$ cat src/rtl/pipe_pkg.sv
// Shared encodings for the 5-stage pipeline control slice: opcodes, PC source
// selects and the sequencing FSM states.
package pipe_pkg;

    localparam logic [5:0] OP_RTYPE = 6'b000000;
    localparam logic [5:0] OP_LW    = 6'b100011;
    localparam logic [5:0] OP_SW    = 6'b101011;
    localparam logic [5:0] OP_BEQ   = 6'b000100;
    localparam logic [5:0] OP_J     = 6'b000010;

    localparam logic [1:0] PCSEL_SEQ = 2'b00;
    localparam logic [1:0] PCSEL_BR  = 2'b01;
    localparam logic [1:0] PCSEL_J   = 2'b10;

    typedef enum logic [1:0] {
        ST_BOOT,
        ST_RUN,
        ST_MWAIT
    } state_e;

    // Opcodes whose rt field is a source operand (and so can consume a load result)
    function automatic logic reads_rt(input logic [5:0] op);
        return (op == OP_RTYPE) || (op == OP_SW) || (op == OP_BEQ);
    endfunction

endpackage

$ cat src/rtl/sat_counter.sv
// Saturating up-counter with synchronous clear; clear wins over increment.
module sat_counter #(
    parameter int W = 16
) (
    input  logic         clk,
    input  logic         rst,
    input  logic         clr,
    input  logic         inc,
    output logic [W-1:0] q
);

    logic [W-1:0] cnt_q;

    always_ff @(posedge clk or posedge rst) begin
        if (rst) begin
            cnt_q <= '0;
        end else if (clr) begin
            cnt_q <= '0;
        end else if (inc && (cnt_q != '1)) begin
            cnt_q <= cnt_q + 1'b1;
        end
    end

    assign q = cnt_q;

endmodule

$ cat src/rtl/pipe_hazard_ctrl.sv
// Pipeline sequencing controller: load/hold/flush decisions for the four
// pipeline registers, PC source, memory-wait freeze and performance counters.
module pipe_hazard_ctrl
    import pipe_pkg::*;
#(
    parameter int CNT_W       = 16,
    parameter int MEM_TIMEOUT = 255
) (
    input  logic             clk,
    input  logic             rst,
    input  logic [4:0]       id_rs,
    input  logic [4:0]       id_rt,
    input  logic [5:0]       id_op,
    input  logic             ex_memrd,
    input  logic [4:0]       ex_rt,
    input  logic             ma_branch,
    input  logic             ma_zf,
    input  logic             ma_jump,
    input  logic             ma_memrd,
    input  logic             ma_memwr,
    input  logic             dmem_ack,
    input  logic             cnt_clr,
    output logic             pc_wr_en,
    output logic [1:0]       pc_sel,
    output logic             fi_id_wr_en,
    output logic             id_ex_wr_en,
    output logic             ex_ma_wr_en,
    output logic             ma_wb_wr_en,
    output logic             fi_id_flush,
    output logic             id_ex_flush,
    output logic             ex_ma_flush,
    output logic             dmem_req,
    output logic [CNT_W-1:0] stall_cnt,
    output logic [CNT_W-1:0] flush_cnt,
    output logic             mem_err
);

    localparam int TMO_W = (MEM_TIMEOUT < 2) ? 1 : $clog2(MEM_TIMEOUT + 1);
    localparam logic [TMO_W-1:0] TMO_MAX = TMO_W'(MEM_TIMEOUT);
    localparam logic [TMO_W:0]   TMO_LIM = (TMO_W + 1)'(MEM_TIMEOUT);

    state_e           state_q, state_d;
    logic [TMO_W-1:0] tmo_q, tmo_d;
    logic             mem_err_q, mem_err_d;

    logic booting, mem_stall, xfer, load_use;

    always_comb begin
        booting   = (state_q == ST_BOOT);
        dmem_req  = !booting && (ma_memrd || ma_memwr);
        mem_stall = dmem_req && !dmem_ack;
        xfer      = !booting && !mem_stall && (ma_jump || (ma_branch && ma_zf));
        load_use  = !booting && !mem_stall && !xfer && ex_memrd && (ex_rt != '0) &&
                    ((ex_rt == id_rs) || ((ex_rt == id_rt) && reads_rt(id_op)));

        pc_wr_en    = 1'b1;
        pc_sel      = PCSEL_SEQ;
        fi_id_wr_en = 1'b1;
        id_ex_wr_en = 1'b1;
        ex_ma_wr_en = 1'b1;
        ma_wb_wr_en = 1'b1;
        fi_id_flush = 1'b0;
        id_ex_flush = 1'b0;
        ex_ma_flush = 1'b0;

        if (booting) begin
            // Load bubbles everywhere to scrub the pipeline registers
            pc_wr_en    = 1'b0;
            fi_id_flush = 1'b1;
            id_ex_flush = 1'b1;
            ex_ma_flush = 1'b1;
        end else if (mem_stall) begin
            pc_wr_en    = 1'b0;
            fi_id_wr_en = 1'b0;
            id_ex_wr_en = 1'b0;
            ex_ma_wr_en = 1'b0;
            ma_wb_wr_en = 1'b0;
        end else if (xfer) begin
            pc_sel      = ma_jump ? PCSEL_J : PCSEL_BR;
            fi_id_flush = 1'b1;
            id_ex_flush = 1'b1;
            ex_ma_flush = 1'b1;
        end else if (load_use) begin
            pc_wr_en    = 1'b0;
            fi_id_wr_en = 1'b0;
            id_ex_flush = 1'b1;
        end
    end

    always_comb begin
        state_d   = state_q;
        tmo_d     = tmo_q;
        mem_err_d = mem_err_q;
        unique case (state_q)
            ST_BOOT: state_d = ST_RUN;
            ST_RUN: begin
                if (mem_stall) state_d = ST_MWAIT;
            end
            ST_MWAIT: begin
                if (dmem_ack) begin
                    state_d = ST_RUN;
                    tmo_d   = '0;
                end else begin
                    if (tmo_q != TMO_MAX) tmo_d = tmo_q + 1'b1;
                    if (({1'b0, tmo_q} + 1'b1) >= TMO_LIM) mem_err_d = 1'b1;
                end
            end
            default: state_d = ST_BOOT;
        endcase
    end

    always_ff @(posedge clk or posedge rst) begin
        if (rst) begin
            state_q   <= ST_BOOT;
            tmo_q     <= '0;
            mem_err_q <= 1'b0;
        end else begin
            state_q   <= state_d;
            tmo_q     <= tmo_d;
            mem_err_q <= mem_err_d;
        end
    end

    assign mem_err = mem_err_q;

    sat_counter #(.W(CNT_W)) u_stall_cnt (
        .clk (clk),
        .rst (rst),
        .clr (cnt_clr),
        .inc (mem_stall || load_use),
        .q   (stall_cnt)
    );

    sat_counter #(.W(CNT_W)) u_flush_cnt (
        .clk (clk),
        .rst (rst),
        .clr (cnt_clr),
        .inc (xfer),
        .q   (flush_cnt)
    );

endmodule

$ cat config.mk
export PLATFORM = sky130hd
export DESIGN_NAME = pipe_hazard_ctrl
export DESIGN_NICKNAME = d
export VERILOG_FILES = /design/src/rtl/pipe_pkg.sv /design/src/rtl/sat_counter.sv /design/src/rtl/pipe_hazard_ctrl.sv
export SDC_FILE = /design/constraint.sdc
export NUM_CORES = 1
export LEC_CHECK = 0
export CORE_ASPECT_RATIO = 1.2
export CORE_MARGIN = 8
export CORE_UTILIZATION = 52
export CTS_CLUSTER_SIZE = 20
export DETAILED_ROUTE_END_ITERATION = 10
export GPL_TIMING_DRIVEN = 0
export PLACE_DENSITY = 0.83
export SETUP_SLACK_MARGIN = 0.1
export SYNTH_ARGS = -nofsm -noshare
export SYNTH_HDL_FRONTEND = slang
export SYNTH_SLANG_ARGS = --single-unit
$ cat constraint.sdc
create_clock -name clk -period 5.25 [get_ports clk]
set_input_delay 1.575 -clock clk [delete_from_list [all_inputs] [get_ports clk]]
set_output_delay 1.575 -clock clk [all_outputs]
set_load 0.1 [all_outputs]
==> flow_summary.yaml <==
status:
  run_status: "finished, final reports clean"
floorplan:
  ios: 75
  dieArea_mm2: 0.00772
  initial_core_util_pct: 54.3
  dieHeight_um: 94.6
  fp-row-count: 28
  die_w_um: 81.5
  fp.coreArea_mm2: 0.00494
timing:
  finalSetupViolCount: 0
  hold_viol: 0
  grt_setup_unrepaired: "yes"
  skew_ps: 8.56
  max_freq_mhz: 197
  whs_ps: 494
  tightest_slew_ps: 991
  tns_ps: 0
  maxSlewHeadroom_pct: 33.8
  period_minus_slack_ps: 5070
  period_share_pct: 96.6
  slew_viol_final: 0
power_and_ir_drop:
  p_leak_nw: 1.44
  power_mw: 1.15
  ir_drop_uv: 293
  powerDensity_mw_per_mm2: 317
grt:
  grt_pass1_vias: 2485
  grt_overflow_total: 0
  grt_util_all_layers_pct: 19.2
  grt_max_degree: 37
  antenna_found_initial: 0
  grt_pass1_wl_um: 11900
clock_tree:
  cts_made_buffers: 5
  numClockSinks: 43
  cts-hold-fix-buffers: 0
  clockRootBuffer: "clkbuf_8"
  h-tree-depth: 2
  cts_buffer_depth: 2
  cts_setup_buffers: 0
  cts.clk_slew.worst_paths_ps: 90
  clkLatencyLatePin_ps: 300
  tritoncts: "yes"
min_path:
  holdCritStartpoint: "mem_err"
  hold_path.class: "flop to flop"
setup_path:
  crit_required_ps: 3680
  crit_type: "input port to output pin"
  end_kind: "output pin"
  worstSetupStartpoint: "id_op[1]"
  arrival_ps: 3500
  r2r-start: "u_stall_cnt.q[0]"
  path_max_fanout: 7
  critPathLaunchType: "input port"
final_layout:
  final_common_cell: "clkdlybuf4s50_1"
  multiInputGateArea_mm2: 0.00150
  final_util_pct: 73.4
  drive_gt1_share_pct: 10.0
  ff_latch_area_mm2: 0.00108
  area_growth_syn_to_layout_pct: 35.2
  layout_common_cells: "clkdlybuf4s50_1, dfrtp_1, nor2_1"
  final_nets: 413
  antenna_cells: 0
  fillers: 357
synth:
  synthTopCellsByArea: "dfrtp_1, nor2_1, xor2_1, xnor2_1, nand4_1"
  synthCells: 298
  synth_edf_count: 0
  synth.largest_area_cell: "dfrtp_1"
  yosysWarningCount: 0
  syn_avg_cell_area_um2: 8.99
  yosysUniqueCellTypes: 51
  synth_top_area_share_pct: 40.1
  ys_ff_latch: 43
  ys.flop_type: "dfrtp_1"
  seq_area_frac_synth_pct: 40.1
  synth_area_mm2: 0.00268
  synth_nets: 333
  synthArstFlopShare_pct: 100
detailed_routing:
  vias: 2524
  drt-total-wl_um: 7150
  first_pass_iters: 4
  drc: 0
  drt_first_iter_violations: 140
  vias_per_cell: 5.75
  wl_per_cell_um: 16.3
  ant_nets: 0
placement:
  io_buffers: 72
  dp_hpwl_um: 5490
  gp_congestion: 0.834
flow_run:
  drv_cap: 0
==> per-stage QoR <==
stage,instances,area [µm²],setup WS (ps)
after floorplan,298,2680,-74.8
after global placement,430,3480,-686
after detailed placement,431,3500,-674
after CTS,439,3620,169
after global routing,439,3620,85.1
final,439,3620,177
==> cell type report <==
type,instances,share of cell area (%)
timing repair buffer,73,20.4
inverter,12,1.24
multi-input combinational,229,41.4
clock inverter,2,1.07
buffer,14,1.86
tap,60,2.07
sequential,43,29.7
clock buffer,6,2.28
==> layer usage <==
metal | up-vias | GRT usage [%] | wire length (µm)
met5 | - | 0 | 0
met4 | 0 | 5.67 | 112
met3 | 10 | 2.95 | 352
met2 | 65 | 33.9 | 3750
met1 | 1223 | 23.4 | 2940
li1 | 1226 | - | -
==> sequential cells by signal (all words and copies together), names as in the netlist <==
| register | cells |
|---|---|
| mem_err | 1 |
| state_q | 2 |
| tmo_q | 8 |
| u_flush_cnt.q | 16 |
| u_stall_cnt.q | 16 |
==> cells by family (layout without fill, tap and decap cells) <==
group	Yosys count	after routing	share of synthesized area, %
buf+inv	26	107	4.20
mux	7	7	2.89
compound gates	63	63	16.8
simple gates	131	131	26.2
flops	43	43	40.1
xor+xnor	24	24	7.84
fa+ha+maj	4	4	1.87
==> synthesized netlist by cell type (4+ instances only) <==
| library cell | n |
|---|---|
| o21ai_0 | 10 |
| nand2_1 | 15 |
| nand4_1 | 13 |
| nor3_2 | 4 |
| nand2b_1 | 5 |
| nor2b_1 | 5 |
| mux2_1 | 6 |
| clkbuf_1 | 8 |
| o21ai_1 | 7 |
| or4_1 | 9 |
| o31ai_1 | 7 |
| inv_1 | 11 |
| xnor2_1 | 10 |
| nor2_1 | 42 |
| and3_1 | 7 |
| dfrtp_1 | 43 |
| xor2_1 | 14 |
| a21oi_1 | 15 |
| nor3_1 | 4 |
| nand3_1 | 12 |
| ha_1 | 4 |
==> repair_timing <==
action	4_1_cts	5_1_grt
endpoints found under the setup margin	10	1
pin swaps	0	0
cloned	0	0
gates resized for setup	35	1
==> where the power goes <==
part           internal (mW)  switching [mW]  total [mW]
logic                  0.125           0.372       0.497
registers              0.349          0.0261       0.375
clock network          0.157           0.121       0.278
total                  0.631           0.519        1.15
==> worst paths after layout <==
path / depth (start not counted) / slack, ps / end
worst max register to register: 7 / 3040 / u_stall_cnt.q[8]
worst min register to register: 2 / 490 / mem_err
worst max-delay path: 7 / 180 / id_ex_flush
min in group asynchronous: 2 / 1490 / u_flush_cnt.q[5]
max in group asynchronous: 3 / 3310 / tmo_q[7]
worst min-delay path: 2 / 490 / mem_err
==> critical path, cell delays in order <==
cell	delay, ps
clkdlybuf4s50_1	410
or4_1	510
o21ai_1	110
and3_4	230
o21ai_4	110
nand2b_1	100
buf_2	440
No activity file was read; power rests on OpenSTA's default activity.
